`config.mk`:
```
export PLATFORM = sky130hd
export DESIGN_NAME = prince_round_ctrl
export DESIGN_NICKNAME = d
export VERILOG_FILES = /design/src/rtl/prince_round_ctrl.sv
export SDC_FILE = /design/constraint.sdc
export NUM_CORES = 1
export LEC_CHECK = 0
export CAP_MARGIN = 0
export CORE_MARGIN = 1
export CORE_UTILIZATION = 55
export DETAILED_ROUTE_END_ITERATION = 8
export PLACE_DENSITY = 0.8
export SKIP_CTS_REPAIR_TIMING = 1
export SYNTH_ARGS = -nofsm -noshare
export SYNTH_HDL_FRONTEND = slang
export SYNTH_SLANG_ARGS = --single-unit
```
`constraint.sdc`:
```
create_clock -name clk -period 10.35 [get_ports clk]
set_clock_uncertainty 0.2 [all_clocks]
set_input_delay 1.035 -clock clk [delete_from_list [all_inputs] [get_ports clk]]
set_output_delay 1.035 -clock clk [all_outputs]
set_load 0.02 [all_outputs]
```
`src/rtl/prince_round_ctrl.sv`:
```
// prince_round_ctrl -- iterative PRINCE block cipher, one round per clock.
//
// prince_core: one combinational PRINCE round selected by rc/rc0.
//   rc0=0           : forward round  S, M, add RC[rc] ^ key
//   rc0=1, rc=0     : middle         S, M', S^-1
//   rc0=1, rc=1..5  : backward round add RC[rc] ^ alpha ^ key, M^-1, S^-1
//
// prince_round_ctrl ports:
//   clk, rst_n      clock, asynchronous active-low reset
//   start           request, accepted when ready=1
//   data_in [63:0]  plaintext, sampled on accept
//   key [127:0]     {k0, k1}, sampled on accept
//   decrypt         (only with PRINCE_DECRYPT_EN) 1 = decrypt, sampled on accept
//   ready           high in IDLE and DONE
//   busy            high in RUN
//   done            one-cycle pulse when data_out updates
//   data_out [63:0] result, held until the next accept
//
// Optional feature macro: PRINCE_DECRYPT_EN (adds the decrypt port).

module prince_core (
   input  logic [63:0] data_in,
   input  logic [63:0] key,
   input  logic [3:0]  rc,
   input  logic        rc0,
   output logic [63:0] data_out
);

   localparam logic [63:0] SBOX     = 64'hBF32AC916780E5D4;
   localparam logic [63:0] SBOX_INV = 64'hB732FD89A6405EC1;
   localparam logic [63:0] ALPHA    = 64'hC0AC29B7C97C50DD;

   // Nibble v of a table sits at bits [4*(15-v) +: 4].
   function automatic logic [3:0] sbox(input logic [3:0] v, input logic inv);
      logic [63:0] t;
      t = inv ? SBOX_INV : SBOX;
      return t[{~v, 2'b00} +: 4];
   endfunction

   function automatic logic [63:0] s_layer(input logic [63:0] x, input logic inv);
      logic [63:0] y;
      y = '0;
      for (int unsigned n = 0; n < 16; n++)
         y[4*n +: 4] = sbox(x[4*n +: 4], inv);
      return y;
   endfunction

   // 16x16 block of M': block (r,c) is identity with a zero at diagonal
   // position (r+c+s)%4. Bit 0 of the math notation is the MSB.
   function automatic logic [15:0] mhat(input logic [15:0] x, input int unsigned s);
      logic [15:0] y;
      y = '0;
      for (int unsigned r = 0; r < 4; r++)
         for (int unsigned i = 0; i < 4; i++)
            for (int unsigned c = 0; c < 4; c++)
               if (((r + c + s) % 4) != i)
                  y[15 - (4*r + i)] = y[15 - (4*r + i)] ^ x[15 - (4*c + i)];
      return y;
   endfunction

   function automatic logic [63:0] mprime(input logic [63:0] x);
      return {mhat(x[63:48], 0), mhat(x[47:32], 1), mhat(x[31:16], 1), mhat(x[15:0], 0)};
   endfunction

   // AES-like ShiftRows on nibbles (nibble 0 = MSB): new[i] = old[5i mod 16].
   function automatic logic [63:0] shift_rows(input logic [63:0] x, input logic inv);
      logic [63:0] y;
      y = '0;
      for (int unsigned i = 0; i < 16; i++) begin
         if (inv) y[63 - 4*((5*i) % 16) -: 4] = x[63 - 4*i -: 4];
         else     y[63 - 4*i -: 4]            = x[63 - 4*((5*i) % 16) -: 4];
      end
      return y;
   endfunction

   function automatic logic [63:0] rc_const(input logic [3:0] idx);
      case (idx)
         4'd1:    return 64'h13198A2E03707344;
         4'd2:    return 64'hA4093822299F31D0;
         4'd3:    return 64'h082EFA98EC4E6C89;
         4'd4:    return 64'h452821E638D01377;
         4'd5:    return 64'hBE5466CF34E90C6C;
         default: return '0;
      endcase
   endfunction

   // RC[11-i] = RC[i] ^ alpha, so backward rounds reuse the RC1..RC5 table.
   always_comb begin
      data_out = '0;
      if (!rc0)
         data_out = shift_rows(mprime(s_layer(data_in, 1'b0)), 1'b0) ^ rc_const(rc) ^ key;
      else if (rc == 4'd0)
         data_out = s_layer(mprime(s_layer(data_in, 1'b0)), 1'b1);
      else
         data_out = s_layer(mprime(shift_rows(data_in ^ key ^ rc_const(rc) ^ ALPHA, 1'b1)), 1'b1);
   end

endmodule

module prince_round_ctrl (
   input  logic         clk,
   input  logic         rst_n,
   input  logic         start,
   input  logic [63:0]  data_in,
   input  logic [127:0] key,
`ifdef PRINCE_DECRYPT_EN
   input  logic         decrypt,
`endif
   output logic         ready,
   output logic         busy,
   output logic         done,
   output logic [63:0]  data_out
);

   localparam logic [63:0] ALPHA = 64'hC0AC29B7C97C50DD;  // also RC11

   typedef enum logic [1:0] {IDLE, RUN, DONE} fsm_t;

   fsm_t        fsm_q, fsm_d;
   logic [3:0]  rnd_q;
   logic [63:0] st_q, k0_q, k1_q, data_out_q;
   logic        done_q;
   logic        accept, last_rnd;
   logic [3:0]  rc;
   logic        rc0;
   logic [63:0] core_out;
   logic        dec_in, dec_q;
   logic [63:0] k0_in, k1_in, pre_k0, post_k0;

   function automatic logic [63:0] k0_prime(input logic [63:0] k);
      return {k[0], k[63:1]} ^ {63'b0, k[63]};
   endfunction

   assign accept   = start && (fsm_q != RUN);
   assign last_rnd = (fsm_q == RUN) && (rnd_q == 4'd11);
   assign ready    = (fsm_q != RUN);
   assign busy     = (fsm_q == RUN);
   assign done     = done_q;
   assign data_out = data_out_q;

`ifdef PRINCE_DECRYPT_EN
   assign dec_in = decrypt;
   always_ff @(posedge clk or negedge rst_n) begin
      if (!rst_n)      dec_q <= 1'b0;
      else if (accept) dec_q <= decrypt;
   end
`else
   assign dec_in = 1'b0;
   assign dec_q  = 1'b0;
`endif

   // Decryption is encryption under {k0', k0, k1^alpha}: the k1 register
   // already holds the adjusted key, so the core and final add need no mux.
   assign k0_in   = key[127:64];
   assign k1_in   = dec_in ? (key[63:0] ^ ALPHA) : key[63:0];
   assign pre_k0  = dec_in ? k0_prime(k0_in) : k0_in;
   assign post_k0 = dec_q ? k0_q : k0_prime(k0_q);

   always_comb begin
      rc  = '0;
      rc0 = 1'b0;
      if (fsm_q == RUN) begin
         if (rnd_q <= 4'd5) begin
            rc = rnd_q;
         end else if (rnd_q == 4'd6) begin
            rc0 = 1'b1;
         end else begin
            rc0 = 1'b1;
            rc  = 4'd12 - rnd_q;
         end
      end
   end

   prince_core u_core (
      .data_in  (st_q),
      .key      (k1_q),
      .rc       (rc),
      .rc0      (rc0),
      .data_out (core_out)
   );

   always_comb begin
      fsm_d = fsm_q;
      case (fsm_q)
         IDLE, DONE: if (start) fsm_d = RUN;
         RUN:        if (rnd_q == 4'd11) fsm_d = DONE;
         default:    fsm_d = IDLE;
      endcase
   end

   always_ff @(posedge clk or negedge rst_n) begin
      if (!rst_n) fsm_q <= IDLE;
      else        fsm_q <= fsm_d;
   end

   always_ff @(posedge clk or negedge rst_n) begin
      if (!rst_n) begin
         rnd_q      <= '0;
         st_q       <= '0;
         k0_q       <= '0;
         k1_q       <= '0;
         data_out_q <= '0;
         done_q     <= 1'b0;
      end else begin
         done_q <= 1'b0;
         if (accept) begin
            st_q  <= data_in ^ pre_k0 ^ k1_in;
            k0_q  <= k0_in;
            k1_q  <= k1_in;
            rnd_q <= 4'd1;
         end else if (fsm_q == RUN) begin
            st_q <= core_out;
            if (last_rnd) begin
               data_out_q <= core_out ^ k1_q ^ ALPHA ^ post_k0;
               done_q     <= 1'b1;
               rnd_q      <= '0;
            end else begin
               rnd_q <= rnd_q + 4'd1;
            end
         end
      end
   end

endmodule

```
== Word-level counts from Yosys, hierarchy flattened ==
Index checks and enable logic that the tools add are counted.
Widths: inputs -> output; s select.
Word-level totals
  input bits: 195
  register bits: 263
  word-level logic and storage cells: 1192
  output and inout port bits: 67
Cells by class
  eq/ne operators: 12
  reduce and logical (&&, ||, !) cells: 8
  multiplexer cells: 718
  shift operators: 48
  magnitude comparators: 1
  bitwise logic cells: 396
  add/sub/neg operators: 2
Operator list (number)
  $shiftx 64x7->4 const A: 48
  $mux 1: 661
  $xor 64x64->64: 8
  $mux 64: 7
  $xor 1x1->1: 336
  $pmux 64 s5: 1
  $not 4->4: 48
  $mux 4: 46
  $not 32->32: 2
  $xor 64x1->64: 1
  $eq 4x3->1 const B: 3
  $eq 4x2->1 const B: 2
  $add 4x1->4 const B: 1
  $eq 4x1->1 const B: 1
  $eq 4x4->1 const B: 1
  $le 4x3->1 const B: 1
  $logic_not 4->1: 1
  $mux 2: 2
  $ne 2x1->1 const B: 2
  $pmux 2 s2: 1
  $sub 4x4->4 const A: 1
  $reduce_and 3->1: 1
  $eq 2x1->1 const B: 1
  $eq 2x2->1 const B: 1
  7 further kinds: 8

== Depth between registers and ports, before layout ==
Gate-level depths: netlist (run 1).
  depth in word-level cells: 27
  mapped depth: 26

== By module ==
From an unflattened synthesis (run 1), not the netlist that was laid out.
Unflattened totals
  cell total of the unflattened synthesis: 2153
  area total of the unflattened synthesis: 23078.4 um^2
Modules (own cells, without submodules)
  prince_round_ctrl: area an instance 12625.9 um^2, seq. area each 6581.3 um^2, cells an instance 939, times used 1
  prince_core: area an instance 10452.5 um^2, seq. area each 0.0 um^2, cells an instance 1214, times used 1

== Worst setup path before layout (run 1) ==
Ideal clock, no wire load.
  path type: reg2reg
  start point: register rnd_q[0]
  end point: register data_out_q[28], in the netlist data_out[28]
  data required time: 10.017 ns
  setup time: 0.133 ns
  path buffers: 9
  path slack: 4.593 ns
  cell stages (with the launch flop): 22
  clock period less this slack: 5.757 ns
  arrival time: 5.424 ns
  path through: dfrtp_1 -> clkbuf_1 -> buf_2 -> inv_1 -> ha_1 -> or4b_1 -> buf_2 -> o41a_1 -> buf_4 -> a31oi_1 -> buf_2 -> buf_2 -> buf_2 -> clkbuf_1 -> buf_1 -> nand2_1 -> o21a_1 -> ha_1 -> or3b_2 -> a31oi_1 -> xnor2_1 -> o21ai_0
Between the ends
  cells in the longest elaborated chain, start to end: 25
RTL lines
  start: declaration: RTL line 120  | logic [3:0] rnd_q;
  start signal: assignment: RTL line 218  | rnd_q <= rnd_q + 4'd1;
  $sub 4x4->4 or $eq 4x3->1 (tied branches): RTL line 169, 165
  $mux 4: RTL line 165  | end else if (rnd_q == 4'd6) begin
  $mux 4: RTL line 163  | if (rnd_q <= 4'd5) begin
  $mux 4: RTL line 162  | if (fsm_q == RUN) begin
  $eq 4x3->1, or another cell as far along: RTL line 77  | case (idx)
  $pmux 64 s5: RTL line 77
  $mux 64: RTL line 92  | else if (rc == 4'd0)
  $mux 64: RTL line 90  | if (!rc0)
  [... 8 more ...]
  $xor 1x1->1: RTL line 57  | y[15 - (4*r + i)] = y[15 - (4*r + i)] ^ x[15 - (4*c + i)];
  $mux 1: RTL line 92
  $mux 1: RTL line 90
  $not 4->4: RTL line 37  | return t[{~v, 2'b00} +: 4];
  $shiftx 64x7->4: RTL line 37
  $mux 64: RTL line 92
  $mux 64: RTL line 90
  $xor 64x64->64 (2 in a row): RTL line 214  | data_out_q <= core_out ^ k1_q ^ ALPHA ^ post_k0;
  end signal: assignment: RTL line 214
  end: declaration: RTL line 121  | logic [63:0] st_q, k0_q, k1_q, data_out_q;
Parallel ways exist; a longest one is shown, timed or not. The select of a mux whose other input is x is not followed.
A chain may end at the register's enable or synchronous reset.

== Final worst setup path (run 1) ==
  start point: register rnd_q[0]
  end point: register data_out_q[36], in the netlist data_out[36]
Between the ends
  cells in the longest elaborated chain, start to end: 26
RTL lines (RTL line)
  $sub 4x4->4 or $eq 4x3->1 (tied branches): 169, 165
  $mux 4: 165
  $mux 4: 163
  $mux 4: 162
  $eq 4x3->1, or another cell as far along: 77
  $pmux 64 s5: 77
  $mux 64: 92
  $mux 64: 90
  [... 10 more ...]
  $mux 1: 90
  $not 4->4: 37
  $shiftx 64x7->4: 37
  $mux 64: 92
  $mux 64: 90
  $xor 64x64->64: 214
  $not 32->32 (no source line)
  $xor 64x64->64: 214
Parallel ways exist; a longest one is shown, timed or not. The select of a mux whose other input is x is not followed.

==> results of run 1 <==
==> synth_stat cells (4+ instances only) <==
cell type,n
a211o_1,4
a211oi_1,32
a21o_1,13
a21oi_1,140
a21oi_2,5
a221oi_1,15
a22oi_1,11
a31oi_1,10
and2_1,8
and3_1,7
buf_1,10
buf_2,21
clkbuf_1,102
dfrtp_1,263
ha_1,148
inv_1,98
mux2_2,145
mux2i_1,103
mux2i_2,4
nand2_1,172
nand2b_1,13
nand3_1,24
nand3b_1,14
nor2_1,89
nor2b_1,12
nor3_1,32
o211a_1,15
o211ai_1,11
o21a_1,25
o21ai_0,181
o21ai_1,9
o21ai_2,4
o21bai_1,4
o22ai_1,6
o31ai_1,10
or2_2,7
or3_1,5
xnor2_1,465
xnor2_2,5
xnor3_1,31
xor2_1,172
xor3_1,4
==> area by class of cell <==
class / count / area, um2
multi-input cells: 2044 / 16700
fillers: 3509 / 14900
flip-flops and latches: 263 / 6580
repair buffers: 284 / 2800
clock buffers: 38 / 852
well taps: 585 / 732
inverters: 100 / 375
clock inverters: 18 / 186
==> state kept, by name, indices dropped and copies added (netlist names) <==
register  flops
st_q         64
k0_q         64
data_out     64
fsm_q         2
done          1
rnd_q         4
k1_q         64
==> how the worst max path moves through the flow <==
stage | start | endpoint | slack [ns] | cells past startpoint
after floorplan | rnd_q[0] | data_out[28] | 4.59 | 21
after global placement | rnd_q[0] | data_out[36] | 4.05 | 22
after detailed placement | rnd_q[0] | data_out[36] | 3.89 | 22
after CTS | rnd_q[0] | data_out[36] | 3.87 | 22
after global routing | rnd_q[0] | data_out[36] | 3.28 | 22
final | rnd_q[0] | data_out[36] | 3.69 | 22
==> critical path: stages (launching register included) <==
cell and delay, ns:
dfrtp_1 0.86, inv_1 0.21, ha_1 0.44, or4b_1 0.66, and3_1 0.32, nor4_4 0.58
nand2_1 0.36, o21ai_0 0.38, xor2_1 0.22, xnor2_1 0.39, xor2_1 0.22, xnor2_1 0.19
nand2_1 0.11, o21ai_0 0.17, ha_1 0.22, inv_1 0.06, nand2_1 0.05, o21ai_0 0.10
a21oi_1 0.18, a21oi_1 0.06, o22ai_1 0.28, xnor2_1 0.14, o21ai_0 0.09
==> layout by cell type (no fill, tap or decap), drive strengths merged, types with 8 or more instances in the layout <==
cell | netlist | routed
a211oi | 33 | 33
a21o | 13 | 13
a21oi | 146 | 146
a221oi | 15 | 15
a22oi | 11 | 11
a31oi | 10 | 10
and2 | 8 | 8
buf | 34 | 25
clkbuf | 102 | 38
clkdlybuf4s50 | 0 | 259
clkinv | 2 | 11
dfrtp | 263 | 263
ha | 148 | 148
inv | 98 | 100
mux2 | 145 | 145
mux2i | 109 | 109
nand2 | 172 | 172
nand2b | 13 | 13
nand3 | 26 | 26
nand3b | 14 | 14
nor2 | 92 | 92
nor2b | 12 | 12
nor3 | 34 | 34
o211a | 15 | 15
o211ai | 14 | 14
o21a | 26 | 26
o21ai | 195 | 195
o31ai | 10 | 10
xnor2 | 471 | 471
xnor3 | 34 | 34
xor2 | 173 | 173
==> stage by stage <==
step,setup slack (ns),hold slack [ns],std cells
finish,3.69,0.235,3332
floorplan,4.59,0.256,2543
CTS,3.87,0.284,3332
global placement,4.05,0.263,3276
global route,3.28,0.306,3332
detailed placement,3.89,0.270,3276
==> routing by layer <==
metal	wire, um	vias up	global-route usage (%)	share of wire (%)
met1	32900	9789	46.4	42
met2	36600	799	57.7	47
met3	5080	156	3.84	6.5
met5	0	-	0	0
li1	-	9070	-	-
met4	3470	0	14.6	4.4
==> kinds of logic after synthesis <==
logic type,Yosys count,synth area share (%)
buf+inv,236,3.85
xor+xnor,682,27.2
mux,256,11.6
fa+ha+maj,148,7.66
flops,263,27.2
compound gates,546,14.4
simple gates,412,8.05
==> summary.md, run 1 <==
| Metric | Value |
|---|---|
| Cells after Synth | 2543 |
| Largest net degree at the start of global routing | 159 |
| DR vias/cell | 5.95 |
| Total congestion overflow | 0 |
| Syn_area_per_cell | 9.51 um2 |
| Sequential element share of the synthesized area | 27.2% |
| FF-to-FF path depth | 22 |
| Kind of start point of the critical path | register |
| Routed wire length | 78100 um |
| Vias | 19800 |
| Fin crit period | 6.66 ns |
| Num CTS Buffers | 30 |
| Final net count | 3066 |
| Layout cells sized above 1 | 10.7% |
| Asr flop ratio synth | 100% |
| Initial Util | 56.0% |
| Vias in the first global route | 19900 |
| Row cnt | 76 |
| Data required, critical path | 10.59 ns |
| Synth warnings | 0 |
| Max_cap viols | 0 |
| Die area | 44800 um2 |
| Post-synth cell types | 102 |
| Fin area | 28300 um2 |
| Rel. slew slack | 22.1% |
| Max FO, Critical Path | 19 |
| Maximum buffer depth of the clock tree | 3 |
| Layout area overhead | 16.9% |
| GRT Overall Usage | 34.9% |
| R2R Setup Slk | 3.69 ns |
| Flop and latch count out of synthesis | 263 |
| Setup TNS | 0 ns |
| Remaining antenna violation count | 0 |
| Worst r2r src | rnd_q[0] |
| Post-DP HPWL | 60700 um |
| Initial DRC count | 1667 |
| Synth top area share | 27.2% |
| Fin crit share | 64.3% |
| Initial antenna violation count | 0 |
| Worst reg2reg endpoint | data_out[36] |
| Fmax | 150 MHz |
| First-pass GRT wire length | 118000 um |
| WL per Instance | 23.4 um |
| Fin util | 65.5% |
| Slew Viols, Final | 0 |
| Clock sink total | 263 |
| Clock Tree Root | clkbuf_16 |
| Post-synth top area cell | dfrtp_1 |
| CP Data Arrival Time | 6.90 ns |
| Main flop type after synthesis | dfrtp_1 |
| Status | finished, final reports clean |
| Gpl congestion | 1.00 |
| Synth area leaders | dfrtp_1 (27%), xnor2_1 (17%), ha_1 (7.7%), mux2_2 (6.8%), xor2_1 (6.2%) |
| Worst Hold Class | input pin to async pin |
| Chip Height | 212 um |
| IO Pins | 262 |
| CTS tree | built |
| Core box area | 43200 um2 |
| Clock Latency Late Sink | 0.60 ns |
| Clock-pin slew on the worst setup and hold paths | 0.07 ns |
| Buffers added on ports | 261 |
| Crit. End Element | register |
| Post-synth EDFFs | 0 |
| RSZ-0062 raised after global routing | no |
| Synth Cell Area | 24200 um2 |
| Htree depth | 1 |
| Crit Path Class | register to register |
| Final Hold Vio Count | 0 |
| N_diodes | 0 |
| # setup viols final | 0 |
| Worst-Margin Slew | 1.16 ns |
| DIE WIDTH | 212 um |
| Syn_nets | 2886 |
| Post-route DRC violation count | 0 |
| Pre-antenna DRT Iters | 5 |
| Placed Area | 27200 um2 |
Power of run 1 is left out: the tool's default activity adds up to more than one toggle a clock period on the data nets, which glitch-free logic cannot reach.
==> inputs of run 2 (changes only) <==
Clock period 10.35 ns to 6.36 ns, I/O delays scaled along.
==> run 2 against run 1 <==
Register-to-register slack worse by 3.2 ns. Via count barely moved. Largest cell class unchanged. Clock-buffer cell count grew 3. Critical endpoint is now st_q[47]. Highest routed layer unchanged. Global-route usage shrank 0.38 points.
==> summary.md, run 2 (synthesis results as in run 1) <==
| Metric | Value |
|---|---|
| Die area | 44800 um2 (unchanged) |
| Remaining antenna violation count | 0 (unchanged) |
| Fmax | 171 MHz (+14%) |
| Largest net degree at the start of global routing | 121 (-24%) |
| Layout cells sized above 1 | 11.2% (+0.43 points) |
| Cell breakdown of the critical path | ha_1 > or4b_1 > o41a_1 > o2111a_1 > o21bai_4 > xor2_1 > xnor2_1 > xor2_1 > xor2_1 > nand2_1 > o21a_1 > ha_1 > nor2b_1 > a2111oi_0 > a211oi_1 > o211ai_1 > o21ai_0 |
| Core box area | 43200 um2 (unchanged) |
| Hold Slack | 0.280 ns (+0.0448 ns) |
| FF+latch area | 6580 um2 (unchanged) |
| Post-DP HPWL | 60300 um (-0.64%) |
| Clock Tree Root | clkbuf_16 |
| Status | finished, final reports clean |
| Layout area overhead | 17.4% |
| Most used cell, CP | xor2_1 |
| Clock-pin slew on the worst setup and hold paths | 0.07 ns (about the same) |
| Max_cap viols | 0 (unchanged) |
| Pre-CTS WS | 0.643 ns (-3.24 ns) |
| Initial antenna violation count | 0 (unchanged) |
| # setup viols final | 0 (unchanged) |
| DR vias/cell | 5.91 (-0.58%) |
| Htree depth | 1 (unchanged) |
| Initial Util | 56.0% (unchanged) |
| Worst Hold Class | register to register |
| Routed wire length | 77400 um (-0.94%) |
| Multi-input logic area | 16700 um2 (unchanged) |
| Initial DRC count | 1661 (-0.36%) |
| Total congestion overflow | 0 (unchanged) |
| Maximum buffer depth of the clock tree | 3 (unchanged) |
| DIE WIDTH | 212 um (unchanged) |
| Num CTS Buffers | 30 (unchanged) |
| Max FO, Critical Path | 11 (-8) |
| Fin crit share | 92.0% (+28 points) |
| CTS tree | built |
| Vias in the first global route | 19800 (-0.39%) |
| Worst-Margin Slew | 1.38 ns (+0.220 ns) |
| Post-route DRC violation count | 0 (unchanged) |
| IO Pins | 262 (unchanged) |
| WL per Instance | 23.1 um (-1.6%) |
| Clock Latency Late Sink | 0.61 ns (about the same) |
| Commonest non-fill, non-tap cell in the layout | xnor2_1 |
| Most frequent cells in the layout | xnor2_1 (465), dfrtp_1 (263), clkdlybuf4s50_1 (259), o21ai_0 (181), xor2_1 (172) |
| Final net count | 3085 (+0.62%) |
| CP max stage cell | or4b_1 |
| Setup TNS | 0 ns (unchanged) |
| Cell family with most CP delay | compound AO/OA/AOI/OAI gates |
| Slew Viols, Final | 0 (unchanged) |
| Worst Slack Setup Final | 0.510 ns (-3.18 ns) |
| Vias | 19800 (+0.050%) |
| Buffers added on ports | 261 (unchanged) |
| Final Hold Vio Count | 0 (unchanged) |
| Clock sink total | 263 (unchanged) |
| GRT Overall Usage | 34.5% (-0.38 points) |
| FILL cells | 3559 (+1.4%) |
| Fin crit period | 5.85 ns (-0.808 ns) |
| Data required, critical path | 6.61 ns (-3.98 ns) |
| Kind of start point of the critical path | register |
| Max stage delay on crit path | 0.68 ns (-0.18 ns) |
| CP Data Arrival Time | 6.10 ns (-0.80 ns) |
| Chip Height | 212 um (unchanged) |
| RSZ-0062 raised after global routing | no |
| Pre-antenna DRT Iters | 5 (unchanged) |
| Row cnt | 76 (unchanged) |
| Rel. slew slack | 7.62% (-14 points) |
| Crit Path Class | register to register |
| Gpl congestion | 1.00 (-0.16%) |
| Crit. End Element | register |
| First-pass GRT wire length | 118000 um (-0.19%) |
| WP buf/inv | 0 (-2) |
==> run 2: cell count changes in the layout (fill, tap and decap cells not counted), sizes merged <==
| cell | before | now |
|---|---|---|
| dlygate4sd3 | 0 | 1 |
| clkbuf | 38 | 41 |
| bufinv | 3 | 1 |
| diode | 0 | 2 |
| buf | 25 | 43 |
| inv | 100 | 99 |
==> run 2: tightest hold or removal path, stage by stage (launching register included) <==
cell,delay (ns)
dfrtp_1,0.34
nand2_1,0.04
o21ai_0,0.06
==> run 2: cell type report <==
type | instances | share of cell area, %
Tap cell | 585 | 2.58
Clock buffer | 41 | 2.97
Inverter | 100 | 1.32
Timing Repair Buffer | 303 | 10.5
Multi-Input combinational cell | 2044 | 59.0
Sequential cell | 263 | 23.2
Clock inverter | 15 | 0.454
Antenna cell | 2 | 0.0176
==> run 2: stage by stage <==
stage               cells  area [um2]  utilization, %
finish               3353       28400            65.7
global route         3351       28400            65.7
CTS                  3350       28400            65.7
detailed placement   3294       27400            63.4
global placement     3294       27400            63.4
floorplan            2543       24200               -
==> run 2: worst paths after layout <==
check                            startpoint      endpoint  slack (ns)  cells past startpoint
worst max-delay path               rnd_q[0]      st_q[47]        0.51                     17
worst min-delay path            data_out[8]   data_out[8]        0.28                      2
worst max register to register     rnd_q[0]      st_q[47]        0.51                     17
worst min register to register  data_out[8]   data_out[8]        0.28                      2
max in group asynchronous             rst_n  data_out[26]        4.26                      3
min in group asynchronous             rst_n      k0_q[46]        0.46                      2
==> run 2: per-layer routing <==
metal / wire (um) / part of all wire [%] / vias up / GRT usage (%)
li1: - / - / 9106 / -
met1: 32800 / 42 / 9769 / 45.9
met2: 35900 / 46 / 805 / 56.5
met3: 5260 / 6.8 / 144 / 4.75
met4: 3470 / 4.5 / 0 / 14.2
met5: 0 / 0 / - / 0
Power of run 2 is left out for the same reason.
==> inputs of run 3 (changes only) <==
Settings changed: CAP_MARGIN 0 to 20, CTS_CLUSTER_SIZE set to 8.
==> run 3 against run 2 <==
Highest routed layer unchanged. Worst setup slack lost 0.059 ns. Cell count shrank 0.33%. Utilization grew 0.075 points. Maximum frequency fell by 1.0%. Clock-buffer cell count decreased by 1. Non-clock buffer count is 1 higher. First-iteration DRC count up 1.4%. Via count down 0.69%. Final area grew 0.11%. Register-to-register slack got worse by 0.06 ns.
==> summary.md, run 3 (synthesis results as in run 1) <==
| Metric | Value |
|---|---|
| Row cnt | 76 (unchanged) |
| Clock-pin slew on the worst setup and hold paths | 0.05 ns (-0.02 ns) |
| Initial antenna violation count | 1 (+1) |
| Levels on crit path | 17 (unchanged) |
| Setup TNS | 0 ns (unchanged) |
| Routed wire length | 77200 um (-0.29%) |
| Worst reg2reg endpoint | st_q[47] |
| Layout area overhead | 17.5% |
| Worst Hold Class | register to register |
| Commonest non-fill, non-tap cell in the layout | xnor2_1 |
| WP buf/inv | 0 (unchanged) |
| Num CTS Buffers | 38 (+27%) |
| Max FO, Critical Path | 11 (unchanged) |
| Worst r2r src | rnd_q[0] |
| Crit. End Element | register |
| Rel. slew slack | 24.5% (+17 points) |
| Fin crit period | 5.91 ns (+0.0591 ns) |
| DIE WIDTH | 212 um (unchanged) |
| RSZ-0062 raised after global routing | no |
| Remaining antenna violation count | 0 (unchanged) |
| DR vias/cell | 5.89 (-0.36%) |
| Clock sink total | 263 (unchanged) |
| Initial Util | 56.0% (unchanged) |
| DR top layer | met4 |
| Fin crit share | 92.9% (+0.93 points) |
| Cell family with most CP delay | compound AO/OA/AOI/OAI gates |
| Most frequent cells in the layout | xnor2_1 (465), dfrtp_1 (263), clkdlybuf4s50_1 (259), o21ai_0 (181), xor2_1 (172) |
| Layout cells sized above 1 | 10.9% (-0.27 points) |
| Initial DRC count | 1685 (+1.4%) |
| Core box area | 43200 um2 (unchanged) |
| CP max stage cell | or4b_1 |
| Met1 Wirelength | 32700 um (-0.28%) |
| Die area | 44800 um2 (unchanged) |
| Total congestion overflow | 0 (unchanged) |
| WL per Instance | 23.1 um (about the same) |
| Gpl congestion | 1.00 (unchanged) |
| Kind of start point of the critical path | register |
| Met3 wire length | 5130 um (-2.4%) |
| Vias in the first global route | 19900 (+0.73%) |
| Max stage delay on crit path | 0.69 ns (about the same) |
| Vias | 19700 (-0.69%) |
| Post-route DRC violation count | 0 (unchanged) |
| Crit Path Class | register to register |
| Most used cell, CP | xor2_1 |
| Post-DP HPWL | 60200 um (-0.16%) |
| CP Data Arrival Time | 6.12 ns (+0.02 ns) |
| FILL cells | 3458 (-2.8%) |
| Largest net degree at the start of global routing | 121 (unchanged) |
| Pre-antenna DRT Iters | 5 (unchanged) |
| Chip Height | 212 um (unchanged) |
| FF-to-FF path depth | 17 (unchanged) |
| Metal2 WL | 36100 um (+0.55%) |
| Slew Viols, Final | 0 (unchanged) |
| Buffers added on ports | 261 (unchanged) |
| Final Hold Vio Count | 0 (unchanged) |
| Fmax | 169 MHz (-1.0%) |
| Data required, critical path | 6.57 ns (-0.04 ns) |
| Clock Tree Root | clkbuf_16 |
| Worst-Margin Slew | 1.12 ns (-0.260 ns) |
| Max_cap viols | 0 (unchanged) |
| Worst setup path startpoint | rnd_q[0] |
| Final net count | 3094 (+0.29%) |
| First-pass GRT wire length | 118000 um (+0.33%) |
| Status | finished, final reports clean |
| Worst Setup EP | st_q[47] |
| CTS tree | built |
| Clock Latency Late Sink | 0.56 ns (-0.05 ns) |
| Cell breakdown of the critical path | ha_1 > or4b_1 > o41a_1 > o2111a_1 > o21bai_4 > xor2_1 > xnor2_1 > xor2_1 > xor2_1 > nand2_1 > o21a_1 > ha_1 > nor2b_1 > a2111oi_0 > a211oi_1 > o211ai_1 > o21ai_0 |
| R2R Setup Slk | 0.45 ns (-0.06 ns) |
| # setup viols final | 0 (unchanged) |
| Htree depth | 2 (+1) |
| IO Pins | 262 (unchanged) |
| GRT Overall Usage | 34.8% (+0.26 points) |
| Maximum buffer depth of the clock tree | 3 (unchanged) |
run 3: cell type report:
type                            count  area [um2]  share of cell area [%]
Multi-Input combinational cell   2044       16700                    58.9
Sequential cell                   263        6580                    23.2
Timing Repair Buffer              304        2980                    10.5
Clock buffer                       40         980                    3.45
Tap cell                          585         732                    2.58
Inverter                          100         375                    1.32
Antenna cell                        5        12.5                  0.0440
Clock inverter                      1        8.76                  0.0308
run 3: how the worst min path moves through the flow:
stage / slack [ns] / startpoint / cells after the start / endpoint
after floorplan: 0.14 / rst_n / 0 / data_out[0]
after global placement: 0.26 / data_out[40] / 2 / data_out[40]
after detailed placement: 0.27 / data_out[10] / 2 / data_out[10]
after CTS: -0.07 / rst_n / 1 / k0_q[46]
after global routing: 0.30 / data_out[36] / 2 / data_out[36]
final: 0.28 / data_out[8] / 2 / data_out[8]
run 3: layer usage:
| metal | track usage, % | up-vias |
|---|---|---|
| met2 | 56.9 | 795 |
| met5 | 0 | - |
| met1 | 45.8 | 9607 |
| li1 | - | 9114 |
| met4 | 14.5 | 0 |
| met3 | 5.43 | 171 |
run 3: per-stage QoR:
stage	instances	hold WS, ns	utilization, %	setup slack (ns)	instance area [um2]
2_1_floorplan	2543	0.140	-	0.603	24200
3_3_place_gp	3294	0.262	63.4	0.829	27400
3_5_place_dp	3295	0.273	63.5	0.636	27400
4_1_cts	3336	-0.0702	65.7	0.530	28400
5_1_grt	3337	0.303	65.8	0.175	28400
6_report	3342	0.278	65.8	0.451	28400
run 3: tightest hold or removal path: stages (launching register included):
cell,delay [ns]
dfrtp_1,0.34
nand2_1,0.05
o21ai_0,0.06
Power of run 3 is left out for the same reason.
